File: src/rtl/hack_pkg.sv
// hack_pkg -- shared definitions for the boot sequencer.
//   ROM_DEPTH / ROM_ADDR_W : instruction-ROM geometry (32K x 16)
//   HDR_BYTES              : bytes in the word-count header
//   boot_state_e           : sequencer state encoding
//   hdr_count_bad()        : header word-count legality test
package hack_pkg;

  localparam int unsigned ROM_DEPTH  = 32768;
  localparam int unsigned ROM_ADDR_W = $clog2(ROM_DEPTH);
  localparam int unsigned HDR_BYTES  = 2;

  typedef enum logic [3:0] {
    ST_IDLE    = 4'd0,
    ST_HDR_HI  = 4'd1,
    ST_HDR_LO  = 4'd2,
    ST_DATA_HI = 4'd3,
    ST_DATA_LO = 4'd4,
    ST_WRITE   = 4'd5,
    ST_HOLD    = 4'd6,
    ST_RUN     = 4'd7,
    ST_ERROR   = 4'd8
  } boot_state_e;

  // A zero-length image, or one larger than the ROM, cannot be loaded.
  function automatic logic hdr_count_bad(input logic [15:0] n, input int unsigned aw);
    return (n == 16'd0) || (32'(n) > (32'd1 << aw));
  endfunction

endpackage

File: src/rtl/boot_sequencer.sv
// boot_sequencer -- loads a program image from a byte stream into the
// instruction ROM, then releases the CPU from reset.
//
// Byte stream: 16-bit word count N (high byte first), then N 16-bit words
// (high byte first). Each word is written to consecutive ROM addresses
// starting at 0; after the last write the CPU is held in reset for
// HOLD_CYCLES more cycles, then released.
//
// Ports
//   clk        in   system clock (rising edge)
//   rst        in   asynchronous active-high reset
//   boot_req   in   restart pulse, honoured in RUN and ERROR only
//   rx_data    in   program byte
//   rx_valid   in   rx_data valid
//   rx_ready   out  byte accepted when rx_valid & rx_ready at a rising edge
//   rom_we     out  ROM write strobe, one cycle per word
//   rom_addr   out  ROM word address
//   rom_wdata  out  assembled 16-bit word
//   cpu_rst    out  CPU reset, low only in RUN
//   busy       out  load in progress (HDR_HI .. HOLD)
//   err        out  bad header seen (ERROR)
module boot_sequencer
  import hack_pkg::*;
#(
  parameter int unsigned ADDR_W      = ROM_ADDR_W,
  parameter int unsigned HOLD_CYCLES = 4           // must be >= 1
) (
  input  logic              clk,
  input  logic              rst,
  input  logic              boot_req,
  input  logic [7:0]        rx_data,
  input  logic              rx_valid,
  output logic              rx_ready,
  output logic              rom_we,
  output logic [ADDR_W-1:0] rom_addr,
  output logic [15:0]       rom_wdata,
  output logic              cpu_rst,
  output logic              busy,
  output logic              err
);

  localparam int unsigned       HOLD_W    = (HOLD_CYCLES > 1) ? $clog2(HOLD_CYCLES) : 1;
  localparam logic [HOLD_W-1:0] HOLD_LAST = HOLD_W'(HOLD_CYCLES - 1);

  boot_state_e       r_state;
  boot_state_e       w_next;
  logic [ADDR_W-1:0] r_addr;
  logic [15:0]       r_wdata;
  logic [15:0]       r_cnt;    // header value, then words still to write
  logic [HOLD_W-1:0] r_hold;
  logic              w_hdr_bad;
  logic              w_more;

  // Judge the count using the low byte as it arrives so HDR_LO can branch
  // straight to ERROR or DATA_HI without an extra check state.
  assign w_hdr_bad = hdr_count_bad({r_cnt[15:8], rx_data}, ADDR_W);

  // In WRITE, r_cnt still includes the word being written.
  assign w_more = (r_cnt != 16'd1);

  assign rom_addr  = r_addr;
  assign rom_wdata = r_wdata;

  // State register
  always_ff @(posedge clk or posedge rst) begin
    if (rst) r_state <= ST_IDLE;
    else     r_state <= w_next;
  end

  // Next state and Moore outputs
  always_comb begin
    w_next   = r_state;
    rx_ready = 1'b0;
    rom_we   = 1'b0;
    cpu_rst  = 1'b1;
    busy     = 1'b0;
    err      = 1'b0;
    case (r_state)
      ST_IDLE: w_next = ST_HDR_HI;
      ST_HDR_HI: begin
        rx_ready = 1'b1;
        busy     = 1'b1;
        if (rx_valid) w_next = ST_HDR_LO;
      end
      ST_HDR_LO: begin
        rx_ready = 1'b1;
        busy     = 1'b1;
        if (rx_valid) w_next = w_hdr_bad ? ST_ERROR : ST_DATA_HI;
      end
      ST_DATA_HI: begin
        rx_ready = 1'b1;
        busy     = 1'b1;
        if (rx_valid) w_next = ST_DATA_LO;
      end
      ST_DATA_LO: begin
        rx_ready = 1'b1;
        busy     = 1'b1;
        if (rx_valid) w_next = ST_WRITE;
      end
      ST_WRITE: begin
        rom_we = 1'b1;
        busy   = 1'b1;
        w_next = w_more ? ST_DATA_HI : ST_HOLD;
      end
      ST_HOLD: begin
        busy = 1'b1;
        if (r_hold == HOLD_LAST) w_next = ST_RUN;
      end
      ST_RUN: begin
        cpu_rst = 1'b0;
        if (boot_req) w_next = ST_HDR_HI;
      end
      ST_ERROR: begin
        err = 1'b1;
        if (boot_req) w_next = ST_HDR_HI;
      end
      default: w_next = ST_IDLE;
    endcase
  end

  // Datapath: header count, byte assembly, address and hold counters.
  // rx_ready is high in every state that consumes rx_data below, so
  // rx_valid alone marks a transfer there.
  always_ff @(posedge clk or posedge rst) begin
    if (rst) begin
      r_addr  <= '0;
      r_wdata <= '0;
      r_cnt   <= '0;
      r_hold  <= '0;
    end else begin
      case (r_state)
        ST_IDLE:    r_addr <= '0;
        ST_HDR_HI:  if (rx_valid) r_cnt[15:8]   <= rx_data;
        ST_HDR_LO:  if (rx_valid) r_cnt[7:0]    <= rx_data;
        ST_DATA_HI: if (rx_valid) r_wdata[15:8] <= rx_data;
        ST_DATA_LO: if (rx_valid) r_wdata[7:0]  <= rx_data;
        ST_WRITE: begin
          r_cnt  <= r_cnt - 16'd1;
          r_hold <= '0;
          // Advance only when another word follows, so a full-ROM image
          // leaves the address on the last word instead of wrapping to 0.
          if (w_more) r_addr <= r_addr + ADDR_W'(1);
        end
        ST_HOLD: r_hold <= r_hold + HOLD_W'(1);
        ST_RUN, ST_ERROR: begin
          if (boot_req) begin
            r_addr <= '0;
            r_cnt  <= '0;
          end
        end
        default: ;
      endcase
    end
  end

endmodule

File: config.mk
export PLATFORM = sky130hd
export DESIGN_NAME = boot_sequencer
export DESIGN_NICKNAME = d
export VERILOG_FILES = /design/src/rtl/hack_pkg.sv /design/src/rtl/boot_sequencer.sv
export SDC_FILE = /design/constraint.sdc
export NUM_CORES = 1
export LEC_CHECK = 0
export BUFFER_PORTS_ARGS = -buffer_cell sky130_fd_sc_hd__buf_2
export CELL_PAD_IN_SITES_DETAIL_PLACEMENT = 0
export CELL_PAD_IN_SITES_GLOBAL_PLACEMENT = 1
export CORE_MARGIN = 2
export CORE_UTILIZATION = 47
export DETAILED_ROUTE_END_ITERATION = 12
export PLACE_DENSITY = 0.87
export SYNTH_ARGS = -nofsm -noshare
export SYNTH_HDL_FRONTEND = slang
export SYNTH_SLANG_ARGS = --single-unit
File: constraint.sdc
create_clock -name clk -period 4.28 [get_ports clk]
set_clock_uncertainty 0.1 [all_clocks]
set_input_delay 0.642 -clock clk [delete_from_list [all_inputs] [get_ports clk]]
set_output_delay 0.642 -clock clk [all_outputs]
set_load 0.01 [all_outputs]
==> results of run 1 <==
[sequential cells by signal (all words and copies together), names as in the netlist]
register and flops:
rom_wdata 16, rom_addr 15, r_hold 2, r_cnt 16, r_state 4
[final timing paths]
kind,start,end,slack (ns),depth (start not counted)
worst max-delay path,r_state[0]$_DFFE_PP0P_,rom_we,1.08,4
worst min-delay path,rst,r_cnt[8]$_DFFE_PP0P_,0.21,2
worst max register to register,r_state[2]$_DFFE_PP0P_,rom_addr[8]$_DFFE_PP0P_,1.28,5
worst min register to register,rom_wdata[7]$_DFFE_PP0P_,rom_wdata[7]$_DFFE_PP0P_,0.41,1
max in group asynchronous,rst,r_cnt[13]$_DFFE_PP0P_,3.08,3
min in group clk,rom_wdata[7]$_DFFE_PP0P_,rom_wdata[7]$_DFFE_PP0P_,0.41,1
[placed cells by master (no fill, tap or decap), types with 3 or more instances in the layout]
cell,netlist,routed
a21oi_1,19,19
a21oi_2,4,4
a22o_1,4,4
a22oi_1,5,5
a31oi_1,3,3
a32oi_1,3,3
and3_1,7,7
buf_2,3,47
clkbuf_8,0,5
dfrtp_1,53,53
ha_1,4,4
inv_1,6,5
mux2_2,18,18
mux2i_1,3,3
nand2_1,18,18
nand2b_1,4,4
nand3_1,15,15
nand4_1,4,4
nor2_1,30,30
nor2b_1,4,4
nor3_1,9,9
nor3b_1,5,5
nor4_1,7,7
o211ai_1,4,4
o21ai_0,34,34
o31ai_1,8,8
o31ai_2,4,4
or3_1,4,4
or4_1,15,15
[final cells by class]
class                      instances  area [um^2]
multi-input combinational        255         1650
timing repair buffer              49          250
inverter                           7         26.3
fill                             608         2950
sequential                        53         1330
clock buffer                       5         68.8
clock inverter                     3         26.3
tap                               77         96.3
[worst reg2reg max path: cells and delay by family, from the launching register on]
| family | cells | cell delay [ns] |
|---|---|---|
| AO/OA/AOI/OAI | 1 | 0.06 |
| flip-flops | 1 | 0.64 |
| AND/OR/NAND/NOR | 4 | 2.05 |
[power by group through the flow]
stage | logic [mW] | clock network, mW | registers, mW
floorplan | 0.757 | 0 | 0.844
global placement | 0.981 | 0 | 0.885
CTS | 0.993 | 0.312 | 0.883
detailed placement | 0.992 | 0 | 0.893
global route | 1.10 | 0.327 | 0.926
finish | 0.986 | 0.299 | 0.887
[logic make-up (layout without fill, tap and decap cells)]
| kind of cell | count (synthesis) | after routing | share of synthesized area, % |
|---|---|---|---|
| DFF | 53 | 53 | 42.7 |
| and+or+nand+nor | 133 | 133 | 23.6 |
| adders and majority gates | 4 | 4 | 1.61 |
| buffers and inverters | 29 | 64 | 4.39 |
| muxes | 21 | 21 | 7.48 |
| AOI/OAI and AO/OA | 97 | 97 | 20.2 |
[metal layers]
metal	wire length [um]	up-vias
met5	0	-
met4	53	0
met3	264	5
met2	3720	60
met1	3350	1345
li1	-	1331
==> insert_results.sql, run 1 <==
INSERT INTO impl_metrics (metric_group, metric, value, unit) VALUES
('sta', 'finalHoldWorstSlack', '0.214', 'ns'),
('global_route', 'gr-usage-met3', '3.31', '%'),
('placement', 'placement.cell_area', '3350', 'um^2'),
('pwr', 'power.total', '2.17', 'mW'),
('global_route', 'largest_net_degree_at_the_start_of_global_routing', '34', ''),
('global_route', 'busiest_layer', 'met2', ''),
('sta', 'timing_hold_violations_final', '0', ''),
('worst_setup_path', 'critical_path.startpoint_type', 'flip-flop', ''),
('sta', 'final_period_minus_worst_setup_slack', '3.20', 'ns'),
('sta', 'final_critical_path_setup_slack', '1.08', 'ns'),
('global_route', 'global_route.usage.met2', '35.6', '%'),
('cells_and_area', 'diodes', '0', ''),
('cts', 'post_cts_hold_buffer_count', '0', ''),
('global_route', 'grt_util_met1', '29.9', '%'),
('cts', 'cts_tree', 'yes', ''),
('cts', 'clockBufferDepth', '2', ''),
('global_route', 'first_global_vias', '2655', ''),
('flow_run', 'cap_violations', '0', ''),
('worst_setup_path', 'crit_family', 'simple AND/OR/NAND/NOR gates', ''),
('cells_and_area', 'design_area', '3440', 'um^2'),
('pwr', 'ir_drop', '352', 'uV'),
('pwr', 'p_leak', '1.51', 'nW'),
('worst_setup_path', 'timing_worst_setup_path_type', 'reg2out', ''),
('synth', 'synth-async-reset-ratio', '100', '%'),
('pwr', 'power.switching_fraction', '44.4', '%'),
('detailed_routing', 'route.antenna.remaining_nets', '0', ''),
('synth', 'synth.lib_cells_used.distinct', '48', ''),
('floorplanning', 'dieArea', '7280', 'um^2'),
('sta', 'slew_violations', '0', ''),
('worst_setup_path', 'cells_along_the_critical_path', 'nor2b_1 > nand2_1 > clkinv_1 > buf_2', ''),
('synth', 'most_instantiated_library_cell_after_synthesis', 'dfrtp_1', ''),
('worst_setup_path', 'path_max_fanout', '21', ''),
('synth', 'synthesis.area', '3110', 'um^2'),
('sta', 'max_slew_margin', '39.6', '%'),
('global_route', 'number_of_antenna_violations_at_the_first_check_in_global_routing', '0', ''),
('cts', 'cts_resized', '0', ''),
('synth', 'synthesis.instances', '337', ''),
('pwr', 'power.switching', '0.965', 'mW'),
('global_route', 'grt_util_all_layers', '21.5', '%'),
('cts', 'worst_skew_pair.late_latency', '0.31', 'ns'),
('sta', 'final_layout_setup_total_negative_slack', '0', 'ns'),
('min_path', 'timing.hold.worst.class', 'in2async', ''),
('sta', 'setup_viol', '0', ''),
('synth', 'netlist_top_cells_area', 'dfrtp_1 43%, mux2_2 6.5%, o21ai_0 5.5%', ''),
('synth', 'number_of_synthesized_flops_with_an_enable_pin', '0', ''),
('floorplanning', 'num_io_pins', '48', ''),
('floorplanning', 'core', '6390', 'um^2'),
('cells_and_area', 'final_nets', '387', ''),
('detailed_routing', 'routed_wire_length_per_instance', '16.5', 'um'),
('run_status', 'status', 'finished clean', ''),
('global_route', 'aggregate_global_routing_overflow', '0', ''),
('floorplanning', 'die_height', '85.3', 'um'),
('cts', 'number_of_clock_buffers_inserted_by_tritoncts', '5', ''),
('pwr', 'clk_network_pwr_share', '13.8', '%'),
('sta', 'unrepaired_setup_endpoints_after_global_routing', 'false', ''),
('worst_setup_path', 'cp.arrival', '2.46', 'ns'),
('floorplanning', 'dieWidth', '85.3', 'um'),
('worst_setup_path', 'required_time_of_the_critical_path', '3.54', 'ns'),
('synth', 'yosysWarnings', '0', ''),
('placement', 'post-place-cells', '441', ''),
('sta', 'worstMarginPinSlew', '0.903', 'ns'),
('pwr', 'power.combinational.fraction', '45.4', '%'),
('synth', 'avgSynthCellArea', '9.23', 'um^2'),
('cts', 'clkSinkCount', '53', ''),
('cts', 'ctsRootBufferMaster', 'clkbuf_8', ''),
('detailed_routing', 'viasPerCell', '6.10', ''),
('placement', 'portbufs', '47', ''),
('detailed_routing', 'drt_pass1_iterations', '5', ''),
('cells_and_area', 'stdcell_count', '449', ''),
('cells_and_area', 'area.growth.synth_to_final', '10.7', '%'),
('cells_and_area', 'drive_above_1_share', '24.7', '%');
Power figures use the tool's default switching activity.
==> inputs of run 2 (changes only) <==
CORE_UTILIZATION = 43   (was 47)
PLACE_DENSITY = 0.81   (was 0.87)
clock period = 3.3 ns   (was 4.28 ns; I/O delays follow)
==> insert_results.sql, run 2 (same netlist as run 1, synthesis figures left out) <==
INSERT INTO impl_metrics (metric_group, metric, value, unit) VALUES
('run_status', 'status', 'finished clean', ''),
('cts', 'ctsHtreeMaxLevel', '2', ''),
('worst_setup_path', 'cp.arrival', '2.22', 'ns'),
('sta', 'fmax', '356', 'MHz'),
('cts', 'cts.reportedPaths.clkPinSlew', '0.11', 'ns'),
('sta', 'max_slew_margin', '29.0', '%'),
('floorplanning', 'start_util', '45.0', '%'),
('cells_and_area', 'drive_above_1_share', '26.3', '%'),
('placement', 'detailedPlacementHpwl', '5430', 'um'),
('detailed_routing', 'drt_pass1_iterations', '4', ''),
('cts', 'cts_tree', 'yes', ''),
('cts', 'worst_skew_pair.late_latency', '0.31', 'ns'),
('cts', 'ctsRootBufferMaster', 'clkbuf_8', ''),
('detailed_routing', 'drt_iter0_drcs', '141', ''),
('global_route', 'number_of_antenna_violations_at_the_first_check_in_global_routing', '0', ''),
('detailed_routing', 'drc_errors', '0', ''),
('pwr', 'power_per_cell_area', '814', 'nW/um^2'),
('cts', 'cts_resized', '0', ''),
('cts', 'post_cts_hold_buffer_count', '0', ''),
('worst_setup_path', 'cells_along_the_critical_path', 'nor2b_1 > nand2_1 > buf_4 > clkinv_1 > buf_2', ''),
('detailed_routing', 'route.antenna.remaining_nets', '0', ''),
('sta', 'fin_crit_sh', '85.2', '%'),
('cells_and_area', 'diodes', '0', ''),
('detailed_routing', 'viasPerCell', '5.84', ''),
('cts', 'number_of_clock_buffers_inserted_by_tritoncts', '5', ''),
('cells_and_area', 'mostFrequentLayoutCell', 'dfrtp_1', ''),
('cells_and_area', 'area.sequential', '1330', 'um^2'),
('floorplanning', 'core', '6910', 'um^2'),
('floorplanning', 'fp-row-count', '30', ''),
('floorplanning', 'die_height', '89.0', 'um'),
('worst_setup_path', 'required_time_of_the_critical_path', '2.70', 'ns'),
('sta', 'final_period_minus_worst_setup_slack', '2.81', 'ns'),
('floorplanning', 'num_io_pins', '48', ''),
('sta', 'finalHoldWorstSlack', '0.0991', 'ns'),
('flow_run', 'cap_violations', '0', ''),
('cells_and_area', 'design_area', '3520', 'um^2'),
('sta', 'final_critical_path_setup_slack', '0.488', 'ns'),
('worst_setup_path', 'crit_path_top_delay_cell', 'dfrtp_1', ''),
('worst_setup_path', 'delay_of_the_slowest_critical_path_stage', '0.48', 'ns'),
('global_route', 'grt_pass1_wl', '12300', 'um'),
('sta', 'final_layout_setup_total_negative_slack', '0', 'ns'),
('floorplanning', 'dieWidth', '89.0', 'um'),
('cts', 'clkSinkCount', '53', ''),
('global_route', 'aggregate_global_routing_overflow', '0', ''),
('placement', 'place_ws', '0.665', 'ns'),
('cts', 'cts_post_setup_buffers_inserted', '0', ''),
('sta', 'timing_hold_violations_final', '0', ''),
('floorplanning', 'dieArea', '7930', 'um^2'),
('cts', 'clockBufferDepth', '2', ''),
('sta', 'slew_violations', '0', ''),
('sta', 'worstMarginPinSlew', '1.07', 'ns'),
('placement', 'place.gp.congestion', '0.897', ''),
('pwr', 'p_leak', '1.54', 'nW'),
('cells_and_area', 'num-fill-cells', '693', ''),
('global_route', 'first_global_vias', '2489', ''),
('sta', 'setup_viol', '0', ''),
('cells_and_area', 'final_core_utilization', '51.0', '%'),
('global_route', 'largest_net_degree_at_the_start_of_global_routing', '29', ''),
('detailed_routing', 'routed_wire_length_per_instance', '15.8', 'um'),
('global_route', 'grt_util_all_layers', '19.9', '%'),
('pwr', 'power.total', '2.87', 'mW'),
('cells_and_area', 'multiInputGateArea', '1650', 'um^2'),
('sta', 'unrepaired_setup_endpoints_after_global_routing', 'false', ''),
('worst_setup_path', 'critical_path.startpoint_type', 'flip-flop', ''),
('cells_and_area', 'area.growth.synth_to_final', '13.3', '%'),
('min_path', 'timing.hold.worst.class', 'in2async', ''),
('cells_and_area', 'most-common-layout-cells', '53 x dfrtp_1, 47 x buf_2, 34 x o21ai_0, 30 x nor2_1, 19 x a21oi_1', ''),
('worst_setup_path', 'reg2reg_from', 'r_state[2]$_DFFE_PP0P_', ''),
('pwr', 'ir_drop', '458', 'uV'),
('cells_and_area', 'final_nets', '395', ''),
('worst_setup_path', 'timing_worst_setup_path_type', 'reg2out', ''),
('detailed_routing', 'drt_wl_total', '7500', 'um'),
('worst_setup_path', 'critPathLaunch', 'r_state[2]$_DFFE_PP0P_', ''),
('worst_setup_path', 'path_max_fanout', '12', ''),
('detailed_routing', 'dr_total_vias', '2780', ''),
('cells_and_area', 'stdcell_count', '476', ''),
('placement', 'portbufs', '47', ''),
('placement', 'post-place-cells', '468', ''),
('worst_setup_path', 'critical_path.endpoint_type', 'output pin', ''),
('placement', 'placement.cell_area', '3430', 'um^2');
-- run 2: changes by cell type in the layout (fill, tap and decap cells not counted) --
cell	before	now
clkinvlp_4	0	1
clkinv_4	2	1
buf_4	2	10
-- run 2: metal layers --
metal  track usage (%)  part of all wire, %  vias to the layer above
li1                  -                    -                     1349
met1              29.6                   48                     1350
met2              29.3                   46                       67
met3              3.14                  3.5                       14
met4              7.06                  1.8                        0
met5                 0                    0                        -
-- run 2: report_power, final --
part / switching (mW) / internal, mW / leakage, nW
registers: 0.193 / 0.885 / 0.674
logic: 0.838 / 0.566 / 0.826
clock network: 0.233 / 0.154 / 0.0447
-- run 2: cell type report --
class                      instances  share of cell area [%]
tap                               96                    3.41
inverter                           7                   0.746
clock buffer                       5                    1.95
sequential                        53                    37.6
clock inverter                     3                   0.710
timing repair buffer              57                    8.81
multi-input combinational        255                    46.7
-- run 2: worst max-delay path: cells and delay by family (launching register included) --
kind	cells	cell delay (ns)
AND/OR/NAND/NOR	2	0.78
flip-flops	1	0.48
buffers and inverters	3	0.64
-- run 2: path summary, 6_finish.rpt --
| check | end | slack [ns] | cells after the start |
|---|---|---|---|
| worst min-delay path | r_cnt[9]$_DFFE_PP0P_ | 0.1 | 2 |
| worst max-delay path | rom_we | 0.49 | 5 |
| max in group asynchronous | rom_addr[0]$_DFFE_PP0P_ | 2.35 | 3 |
| min in group clk | rom_wdata[6]$_DFFE_PP0P_ | 0.36 | 2 |
| worst max register to register | r_cnt[6]$_DFFE_PP0P_ | 0.66 | 8 |
| worst min register to register | rom_wdata[6]$_DFFE_PP0P_ | 0.42 | 1 |
